==> src/rtl/ppu_pkg.sv <==
// ppu_pkg
//   Constants shared by the PPU VRAM address path: scanline/dot numbers of
//   the scroll-register events and the bit positions of the fields inside
//   the 15-bit loopy address register v.
//   Layout of v (msb..lsb): {fv[2:0], v, h, vt[4:0], ht[4:0]}.
package ppu_pkg;

  localparam logic [9:0] PRERENDER_LINE = 10'd261;
  localparam logic [9:0] HCOPY_DOT      = 10'd257;
  localparam logic [9:0] VINC_DOT       = 10'd256;
  localparam logic [9:0] VCOPY_FIRST    = 10'd280;
  localparam logic [9:0] VCOPY_LAST     = 10'd304;
  localparam logic [9:0] CX_FIRST_DOT   = 10'd8;
  localparam logic [9:0] PREFETCH_CX0   = 10'd328;
  localparam logic [9:0] PREFETCH_CX1   = 10'd336;
  localparam logic [9:0] FETCH_A_FIRST  = 10'd1;
  localparam logic [9:0] FETCH_A_LAST   = 10'd256;
  localparam logic [9:0] FETCH_B_FIRST  = 10'd321;
  localparam logic [9:0] FETCH_B_LAST   = 10'd336;

  // Field offsets inside v.
  localparam int V_HT_LSB = 0;
  localparam int V_VT_LSB = 5;
  localparam int V_H_BIT  = 10;
  localparam int V_V_BIT  = 11;
  localparam int V_FV_LSB = 12;

  typedef enum logic [1:0] {
    PH_NT    = 2'd0,
    PH_AT    = 2'd1,
    PH_PT_LO = 2'd2,
    PH_PT_HI = 2'd3
  } fetch_phase_e;

  function automatic logic [14:0] pack_v(input logic [2:0] fv,
                                         input logic       nt_v,
                                         input logic       nt_h,
                                         input logic [4:0] vt,
                                         input logic [4:0] ht);
    return {fv, nt_v, nt_h, vt, ht};
  endfunction

endpackage

==> src/rtl/ppu_vaddr_inc.sv <==
// ppu_vaddr_inc
//   Combinational coarse-x / vertical increment of a loopy v value.
//   Ports:
//     v_cur   in  15  current v
//     inc_x   in  1   apply coarse-x increment (ht wraps 31->0 and flips h)
//     inc_y   in  1   apply vertical increment (fine y, then coarse y)
//     v_next  out 15  incremented v
//   The two increments touch disjoint fields, so applying both together
//   gives the same result as coarse-x followed by vertical.
module ppu_vaddr_inc
  import ppu_pkg::*;
(
  input  logic [14:0] v_cur,
  input  logic        inc_x,
  input  logic        inc_y,
  output logic [14:0] v_next
);

  logic [4:0] ht;
  logic [4:0] vt;
  logic [2:0] fv;

  assign ht = v_cur[V_HT_LSB +: 5];
  assign vt = v_cur[V_VT_LSB +: 5];
  assign fv = v_cur[V_FV_LSB +: 3];

  always_comb begin
    v_next = v_cur;
    if (inc_x) begin
      if (ht == 5'd31) begin
        v_next[V_HT_LSB +: 5] = 5'd0;
        v_next[V_H_BIT]       = ~v_cur[V_H_BIT];
      end else begin
        v_next[V_HT_LSB +: 5] = ht + 5'd1;
      end
    end
    if (inc_y) begin
      if (fv != 3'd7) begin
        v_next[V_FV_LSB +: 3] = fv + 3'd1;
      end else begin
        v_next[V_FV_LSB +: 3] = 3'd0;
        // Row 29 is the last tile row of a nametable; rows 30/31 are the
        // attribute area and wrap without switching nametable.
        if (vt == 5'd29) begin
          v_next[V_VT_LSB +: 5] = 5'd0;
          v_next[V_V_BIT]       = ~v_cur[V_V_BIT];
        end else if (vt == 5'd31) begin
          v_next[V_VT_LSB +: 5] = 5'd0;
        end else begin
          v_next[V_VT_LSB +: 5] = vt + 5'd1;
        end
      end
    end
  end

endmodule

==> src/rtl/ppu_vaddr.sv <==
// ppu_vaddr
//   Loopy VRAM address generator. Owns the 15-bit current-address register v,
//   updated by 0x2006 transfers, 0x2007 steps and the background fetch
//   schedule, and drives the registered 14-bit VRAM address.
//   Ports:
//     clk_in, rst_in           PPU clock, async active-low reset
//     dot_en_in                one-cycle strobe per PPU dot
//     nes_x_in, nes_y_in       current dot / scanline
//     ri_fv..ri_s              scroll latches from the register interface
//     ri_trans                 pulse: copy latches into v
//     ri_inc_addr(_amt)        pulse: 0x2007 access, step +1 / +32
//     ri_bg_en, ri_spr_en      rendering enables
//     vram_d_in                VRAM read data (nametable tile index)
//     vram_add_out             registered VRAM address
//     fine_x_out               ri_fh registered
//     fetch_phase_out          0 NT, 1 AT, 2 PT-lo, 3 PT-hi
//     fetch_act_out            inside the fetch window
module ppu_vaddr
  import ppu_pkg::*;
#(
  parameter int VIS_LINES = 240
) (
  input  logic        clk_in,
  input  logic        rst_in,
  input  logic        dot_en_in,
  input  logic [9:0]  nes_x_in,
  input  logic [9:0]  nes_y_in,
  input  logic [2:0]  ri_fv,
  input  logic [4:0]  ri_vt,
  input  logic        ri_v,
  input  logic [2:0]  ri_fh,
  input  logic [4:0]  ri_ht,
  input  logic        ri_h,
  input  logic        ri_s,
  input  logic        ri_trans,
  input  logic        ri_inc_addr,
  input  logic        ri_inc_addr_amt,
  input  logic        ri_bg_en,
  input  logic        ri_spr_en,
  input  logic [7:0]  vram_d_in,
  output logic [13:0] vram_add_out,
  output logic [2:0]  fine_x_out,
  output logic [1:0]  fetch_phase_out,
  output logic        fetch_act_out
);

  localparam logic [9:0] VIS_LINES_W = 10'(VIS_LINES);

  logic [14:0]  v_q;
  logic [14:0]  v_nxt;
  logic [14:0]  v_inc;
  logic [14:0]  v_latch;
  logic [7:0]   tile_q;
  logic [13:0]  addr_nxt;

  logic         rendering;
  logic         render_line;
  logic         render_evt;
  logic         in_window;
  fetch_phase_e phase;

  logic         dot_cx;
  logic         dot_vinc;
  logic         dot_hcopy;
  logic         dot_vcopy;
  logic         glitch_inc;
  logic         tile_cap;

  assign rendering   = ri_bg_en | ri_spr_en;
  assign render_line = (nes_y_in < VIS_LINES_W) || (nes_y_in == PRERENDER_LINE);
  assign render_evt  = rendering & render_line;

  assign in_window = render_evt &&
                     (((nes_x_in >= FETCH_A_FIRST) && (nes_x_in <= FETCH_A_LAST)) ||
                      ((nes_x_in >= FETCH_B_FIRST) && (nes_x_in <= FETCH_B_LAST)));

  // ((x-1)>>1)&3 folded onto x[2:0]: even dots belong to the pair that
  // started on the preceding odd dot.
  assign phase = fetch_phase_e'(nes_x_in[2:1] - {1'b0, ~nes_x_in[0]});

  assign dot_cx = render_evt & dot_en_in &
                  (((nes_x_in[2:0] == 3'd0) && (nes_x_in >= CX_FIRST_DOT) &&
                    (nes_x_in <= VINC_DOT)) ||
                   (nes_x_in == PREFETCH_CX0) || (nes_x_in == PREFETCH_CX1));
  assign dot_vinc  = render_evt & dot_en_in & (nes_x_in == VINC_DOT);
  assign dot_hcopy = render_evt & dot_en_in & (nes_x_in == HCOPY_DOT);
  assign dot_vcopy = render_evt & dot_en_in & (nes_y_in == PRERENDER_LINE) &
                     (nes_x_in >= VCOPY_FIRST) & (nes_x_in <= VCOPY_LAST);

  // A 0x2007 access during rendering bumps both counters at once; OR-ing it
  // with the scheduled events keeps a coincident dot event from counting twice.
  assign glitch_inc = render_evt & ri_inc_addr;

  assign tile_cap = in_window & dot_en_in & (nes_x_in[2:0] == 3'd2);

  assign v_latch = pack_v(ri_fv, ri_v, ri_h, ri_vt, ri_ht);

  ppu_vaddr_inc u_inc (
    .v_cur  (v_q),
    .inc_x  (dot_cx | glitch_inc),
    .inc_y  (dot_vinc | glitch_inc),
    .v_next (v_inc)
  );

  always_comb begin
    v_nxt = v_q;
    if (ri_trans) begin
      v_nxt = v_latch;
    end else begin
      if (ri_inc_addr && !render_evt) begin
        v_nxt = v_q + (ri_inc_addr_amt ? 15'd32 : 15'd1);
      end else begin
        v_nxt = v_inc;
      end
      if (dot_hcopy) begin
        v_nxt[V_HT_LSB +: 5] = ri_ht;
        v_nxt[V_H_BIT]       = ri_h;
      end
      if (dot_vcopy) begin
        v_nxt[V_FV_LSB +: 3] = ri_fv;
        v_nxt[V_VT_LSB +: 5] = ri_vt;
        v_nxt[V_V_BIT]       = ri_v;
      end
    end
  end

  always_comb begin
    addr_nxt = v_q[13:0];
    if (in_window) begin
      unique case (phase)
        PH_NT:    addr_nxt = {2'b10, v_q[V_V_BIT], v_q[V_H_BIT],
                              v_q[V_VT_LSB +: 5], v_q[V_HT_LSB +: 5]};
        PH_AT:    addr_nxt = {2'b10, v_q[V_V_BIT], v_q[V_H_BIT], 4'b1111,
                              v_q[V_VT_LSB + 2 +: 3], v_q[V_HT_LSB + 2 +: 3]};
        PH_PT_LO: addr_nxt = {1'b0, ri_s, tile_q, 1'b0, v_q[V_FV_LSB +: 3]};
        PH_PT_HI: addr_nxt = {1'b0, ri_s, tile_q, 1'b1, v_q[V_FV_LSB +: 3]};
        default:  addr_nxt = v_q[13:0];
      endcase
    end
  end

  always_ff @(posedge clk_in or negedge rst_in) begin
    if (!rst_in) begin
      v_q             <= '0;
      tile_q          <= '0;
      vram_add_out    <= '0;
      fine_x_out      <= '0;
      fetch_phase_out <= '0;
      fetch_act_out   <= 1'b0;
    end else begin
      v_q             <= v_nxt;
      if (tile_cap) tile_q <= vram_d_in;
      vram_add_out    <= addr_nxt;
      fine_x_out      <= ri_fh;
      fetch_phase_out <= in_window ? phase : PH_NT;
      fetch_act_out   <= in_window;
    end
  end

endmodule

==> config.mk <==
export PLATFORM = sky130hd
export DESIGN_NAME = ppu_vaddr
export DESIGN_NICKNAME = d
export VERILOG_FILES = /design/src/rtl/ppu_pkg.sv /design/src/rtl/ppu_vaddr_inc.sv /design/src/rtl/ppu_vaddr.sv
export SDC_FILE = /design/constraint.sdc
export NUM_CORES = 1
export LEC_CHECK = 0
export CORE_UTILIZATION = 53
export CTS_CLUSTER_DIAMETER = 150
export DETAILED_ROUTE_END_ITERATION = 10
export GPL_TIMING_DRIVEN = 0
export PLACE_DENSITY = 0.88
export SYNTH_ARGS = -nofsm -noshare
export SYNTH_HDL_FRONTEND = slang
export SYNTH_HIERARCHICAL = 1
export SYNTH_SLANG_ARGS = --single-unit
==> constraint.sdc <==
create_clock -name clk_in -period 4.05 [get_ports clk_in]
set_clock_uncertainty 0.2 [all_clocks]
set_input_delay 0.6075 -clock clk_in [delete_from_list [all_inputs] [get_ports clk_in]]
set_output_delay 0.6075 -clock clk_in [all_outputs]
set_load 0.05 [all_outputs]
# Word-level counts from Yosys, hierarchy flattened
# Index checks and enable logic that the tools add are counted.
# word_totals
register_bits	43
word_cells	96
# op_classes
add_sub_neg	5
magnitude_cmp	8
eq_ne	14
muxes	22
bitwise_logic	17
n_reduce_logical	20
# ops
cell	count
14-bit case mux with 4 select lines	1
10-bit by 9-bit equality test with 1-bit output, second input constant	5
5-bit 2-to-1 mux	8
10-bit by 9-bit less-or-equal comparator with 1-bit output, second input constant	3
15-bit 2-to-1 mux	2
10-bit by 9-bit greater-or-equal comparator with 1-bit output, second input constant	2
4-bit nonzero test	4
15-bit by 6-bit adder with 15-bit output	1
5-bit equality test, second input constant	3
14-bit 2-to-1 mux	1
1-bit AND	11
5-bit by 1-bit adder with 5-bit output, second input constant	2
10-bit by 1-bit greater-or-equal comparator with 1-bit output, second input constant	1
10-bit by 4-bit greater-or-equal comparator with 1-bit output, second input constant	1
10-bit by 8-bit < comparator with 1-bit output, second input constant	1
4-bit 2-to-1 mux	2
1-bit logical AND	6
6-bit 2-to-1 mux	1
1-bit 2-to-1 mux	5
2-bit equality test, second input constant	2
1-bit logical OR	4
4-bit inequality test, second input constant	1
2-bit AND reduction	2
3-bit by 1-bit adder with 3-bit output, second input constant	1
other kinds (12)	16

# Longest topological paths before layout
# logic_depth
word_depth	11
mapped_depth	12
mapped_depth_nobuf	11

# By module
# Netlist, hierarchy kept.
# modules_own_cells
mod	instances	cells_per_inst	area_each_um2	seq_area_each_um2
ppu_vaddr	1	236	2561.2	1076.0
ppu_vaddr_inc	1	48	379.1	0.0

# Worst setup path after synthesis
# Ideal clock, no wire load.
# synth_path
kind	input-to-reg
from	in nes_x_in[3]
to	reg v_q[3]
arrival_ns	2.716
setup_slack_ns	1.009
cell_stages	9
n_path_buf	0
path_cell_list	nor4_2 -> o21ai_0 -> o2bb2ai_1 -> o32a_1 -> o2bb2ai_1 -> o21ai_0 -> a22o_1 -> mux2_2 -> mux2_2
# synth_via
word_cells_on_any_way	15
# synth_lines
item	line	source
from (decl)	ppu_vaddr.sv:26	input logic [9:0] nes_x_in,
10-bit by 9-bit equality test with 1-bit output	ppu_vaddr.sv:86	assign dot_hcopy = render_evt & dot_en_in & (nes_x_in == HCOPY_DOT);
1-bit AND	ppu_vaddr.sv:86	
5-bit 2-to-1 mux	ppu_vaddr.sv:115	if (dot_hcopy) begin
15-bit 2-to-1 mux	ppu_vaddr.sv:107	if (ri_trans) begin
via v_nxt[3]	ppu_vaddr.sv:50	logic [14:0] v_nxt;
to (signal assigned)	ppu_vaddr.sv:151	v_q <= v_nxt;
to (decl)	ppu_vaddr.sv:49	logic [14:0] v_q;
# The timed path passes the listed nets, and every way through them passes these cells.
# A chain may end at the register's enable or synchronous reset.

# Worst setup path in the final report
# Ends and elaborated chain as after synthesis.

==> flow_summary_export.csv <==
group,metric,value,unit
floorplanning,core_area,5238,sq um
yosys,yosysMostFrequentCell,"dfrtp_1",
detailed_routing,wl,7.760,mm
yosys,synth_fp_nets,353,
global_routing,first_global_vias,2714,
floorplanning,dieArea,5850,sq um
pwr,ir_worst_vdd,0.3704,mV
place,hpwl,5.734,mm
global_routing,grt_pass1_wl,12.90,mm
pwr,swShare,35.63,%
critical_path,path_cells,"clkdlybuf4s50_1 -> nor4_2 -> o21ai_0 -> o2bb2ai_1 -> o32a_1 -> o2bb2ai_1 -> o21ai_0 -> a22o_1 -> mux2_2 -> mux2_2",
critical_path,cp-end-kind,"flop",
clock_network,cts_tree,"done",
sta,timing.slew.headroom,35.32,%
pwr,pwr-share-clk,24.8,%
yosys,synthTopCellsByArea,"dfrtp_1 37%, mux2_2 15%, ha_1 6.0%",
hold_path,holdPathStages,1,
place,gp_congestion,0.8608,
yosys,yosysSeqAreaShare,36.60,%
final_layout,areaGrowthSynthToFinish,32.26,%
final_layout,antennaDiodeCount,0,
yosys,synth_commonest_cells,"43 x dfrtp_1, 38 x mux2_2, 15 x nand2_1",
global_routing,antenna_found_initial,0,
sta,maxSlewViolCount,0,
pwr,netSwitchingPower,0.0005015,W
detailed_routing,ant_nets,0,
critical_path,required,4.04,ns
place,port-buffer-count,72,
clock_network,clk_latency,0.30,ns
pwr,total_power,0.001408,W
critical_path,reg2reg_to,"v_q[6]",
clock_network,cts.repair.resized,0,
detailed_routing,drt_iter0_drc,337,
sta,timing.fmax,268.9,MHz
critical_path,cpMaxStageDelayCell,"nor4_2",
pwr,intPower,0.0009061,W
sta,fin_tns_setup,0,ns
yosys,yosysTopAreaCellShare,36.60,%
pwr,p_comb_share,36.5,%
floorplanning,placement_rows,26,
yosys,synth_cell_types,54,
floorplanning,pin_count,75,
floorplanning,die_y,76.49,microns
critical_path,crit_type,"in -> reg",
yosys,synthArstFlopShare,100.0,%
final_layout,nNetsFinal,434,
sta,grt_setup_unrepaired,"false",
sta,setup_viol,0,
critical_path,start_kind,"input port",
status,outcome,"complete, no violations",
pwr,pwr-share-seq,38.7,%
yosys,synthFlopType,"dfrtp_1",
detailed_routing,firstDrtPassIters,4,
floorplanning,initial_core_util,56.14,%
detailed_routing,viasPerCell,6.167,
yosys,synth_cells,284,
detailed_routing,wl_per_cell,17.80,microns
pwr,p_leak,1.591,nW
hold_path,holdCritStartpoint,"tile_q[6]",
yosys,ys_warn_count,6,
final_layout,fin_util,74.25,%
final_layout,nFillCells,363,
critical_path,cpPeakStageDelay,0.53,ns
clock_network,clk_path_buf_depth,2,
yosys,syn_avg_cell_area,10.35,sq um
clock_network,cts.clk_slew.worst_paths,0.09,ns
flow_run,cap_violations,0,
yosys,synth_edf_count,0,
global_routing,grtUsageTotal,27.73,%
detailed_routing,post-route-drc-count,0,
clock_network,clock-root-buffer,"clkbuf_8",
final_layout,drive_above_1_share,18.85,%
global_routing,grt_max_degree,41,
sta,finalCriticalPeriod,3.719,ns
critical_path,crit_arrival,3.71,ns
hold_path,hold_path_end,"tile_q[6]",
sta,worst_pin_slew,0.9702,ns
critical_path,r2r_start,"v_q[0]",
detailed_routing,num_vias,2689,
clock_network,htreeDepth,2,
floorplanning,die_w,76.49,microns
yosys,yosysTopAreaCell,"dfrtp_1",
sta,hold_viol,0,
global_routing,overflow,0,
clock_network,cts_made_buffers,5,
critical_path,critPathMaxFanout,7,
critical_path,worst_r2r_path_depth,7,
clock_network,cts_sinks,43,
yosys,synth_area,2940,sq um
sta,fin_crit_sh,91.82,%
pwr,powerDensity,362.0,nW/um^2
critical_path,r2r_slack,1.41,ns
hold_path,hold_class,"reg -> reg",
yosys,ys_ff_latch,43,
state kept, by name, summed over array words and instances, names as in the netlist:
| name | flops |
|---|---|
| fetch_act_out | 1 |
| tile_q | 8 |
| fine_x_out | 3 |
| fetch_phase_out | 2 |
| v_q | 15 |
| vram_add_out | 14 |
worst max-delay path: cells and delay by family:
kind	cells	cell delay [ns]
simple gates	1	0.53
mux	2	0.51
buf+inv	1	0.51
compound gates	6	1.55
routing by layer:
layer	wire length (microns)	global-route usage, %	up-vias
met5	0	0	-
met4	164	8.654	0
met3	474	5.030	17
li1	-	-	1245
met2	3949	48.56	110
met1	3172	34.51	1317
area by class of cell:
class | count | area, sq um | share of cell area, %
plain buffers | 12 | 47.55 | 1.223
clock buffers | 5 | 68.82 | 1.770
clock inverters | 3 | 46.29 | 1.190
inverters | 7 | 28.78 | 0.7400
multi-input cells | 222 | 1788 | 45.98
flip-flops and latches | 43 | 1076 | 27.67
well taps | 70 | 87.58 | 2.252
repair buffers | 74 | 745.7 | 19.18
power by group through the flow:
stage / clock [W] / combinational (W) / sequential (W)
detailed placement: 0 / 0.000505 / 0.000550
global route: 0.000371 / 0.000551 / 0.000553
CTS: 0.000353 / 0.000511 / 0.000542
global placement: 0 / 0.000487 / 0.000547
floorplan: 0 / 0.000235 / 0.000627
finish: 0.000349 / 0.000514 / 0.000545
cells in the final DEF (no fill, tap or decap), types with 2 or more instances in the layout:
cell type,netlist,routed
a21o_1,4,4
a21oi_1,5,5
a21oi_2,2,2
a22o_1,3,3
a2bb2oi_1,5,5
a31oi_1,14,14
and3_1,7,7
and4_1,2,2
buf_2,1,2
clkbuf_1,10,10
clkbuf_8,0,5
clkdlybuf4s50_1,0,71
dfrtp_1,43,43
ha_1,14,14
inv_1,6,6
mux2_2,38,38
mux2_4,2,2
mux2i_1,5,5
nand2_1,15,15
nand2b_1,4,4
nand3_1,12,12
nand4_1,7,7
nor2_1,10,10
nor2b_1,4,4
nor3_1,3,3
nor4_1,2,2
o21ai_0,14,14
o21ai_4,2,2
o22ai_1,5,5
o2bb2ai_1,2,2
o31ai_1,3,3
o32a_2,4,4
or3_1,5,5
xnor2_1,5,5
xor2_1,5,5
worst max path at each step:
stage | start | end | slack [ns] | cells after the start
2_1_floorplan | nes_x_in[3] | v_q[3] | 1.01 | 9
3_3_place_gp | nes_x_in[3] | v_q[3] | 0.14 | 10
3_5_place_dp | nes_x_in[3] | v_q[3] | 0.05 | 10
4_1_cts | nes_x_in[3] | v_q[3] | 0.38 | 10
5_1_grt | nes_x_in[3] | v_q[3] | 0.14 | 10
6_report | nes_x_in[3] | v_q[3] | 0.33 | 10
stage by stage:
step	area (sq um)	hold slack (ns)	instances	setup WS, ns
floorplan	2940	0.1119	284	1.009
global placement	3749	0.2820	426	0.1357
detailed placement	3764	0.2234	427	0.05145
CTS	3889	0.3107	436	0.3796
global route	3889	0.3366	436	0.1431
finish	3889	0.3070	436	0.3311
repair_timing:
action	4_1_cts	5_1_grt
hold endpoints to repair	3	0
hold buffers	1	0
setup buffers	0	0
kinds of logic (layout without fill, tap and decap cells):
logic type      Yosys count  after routing  share of synthesized area, %
mux                      45             45                         17.28
simple gates             82             82                         16.64
fa+ha+maj                14             14                         5.958
compound gates           71             71                         17.96
buf+inv                  19            101                         2.596
flops                    43             43                         36.60
xor+xnor                 10             10                         2.979
(Power assumes the default switching activity.)
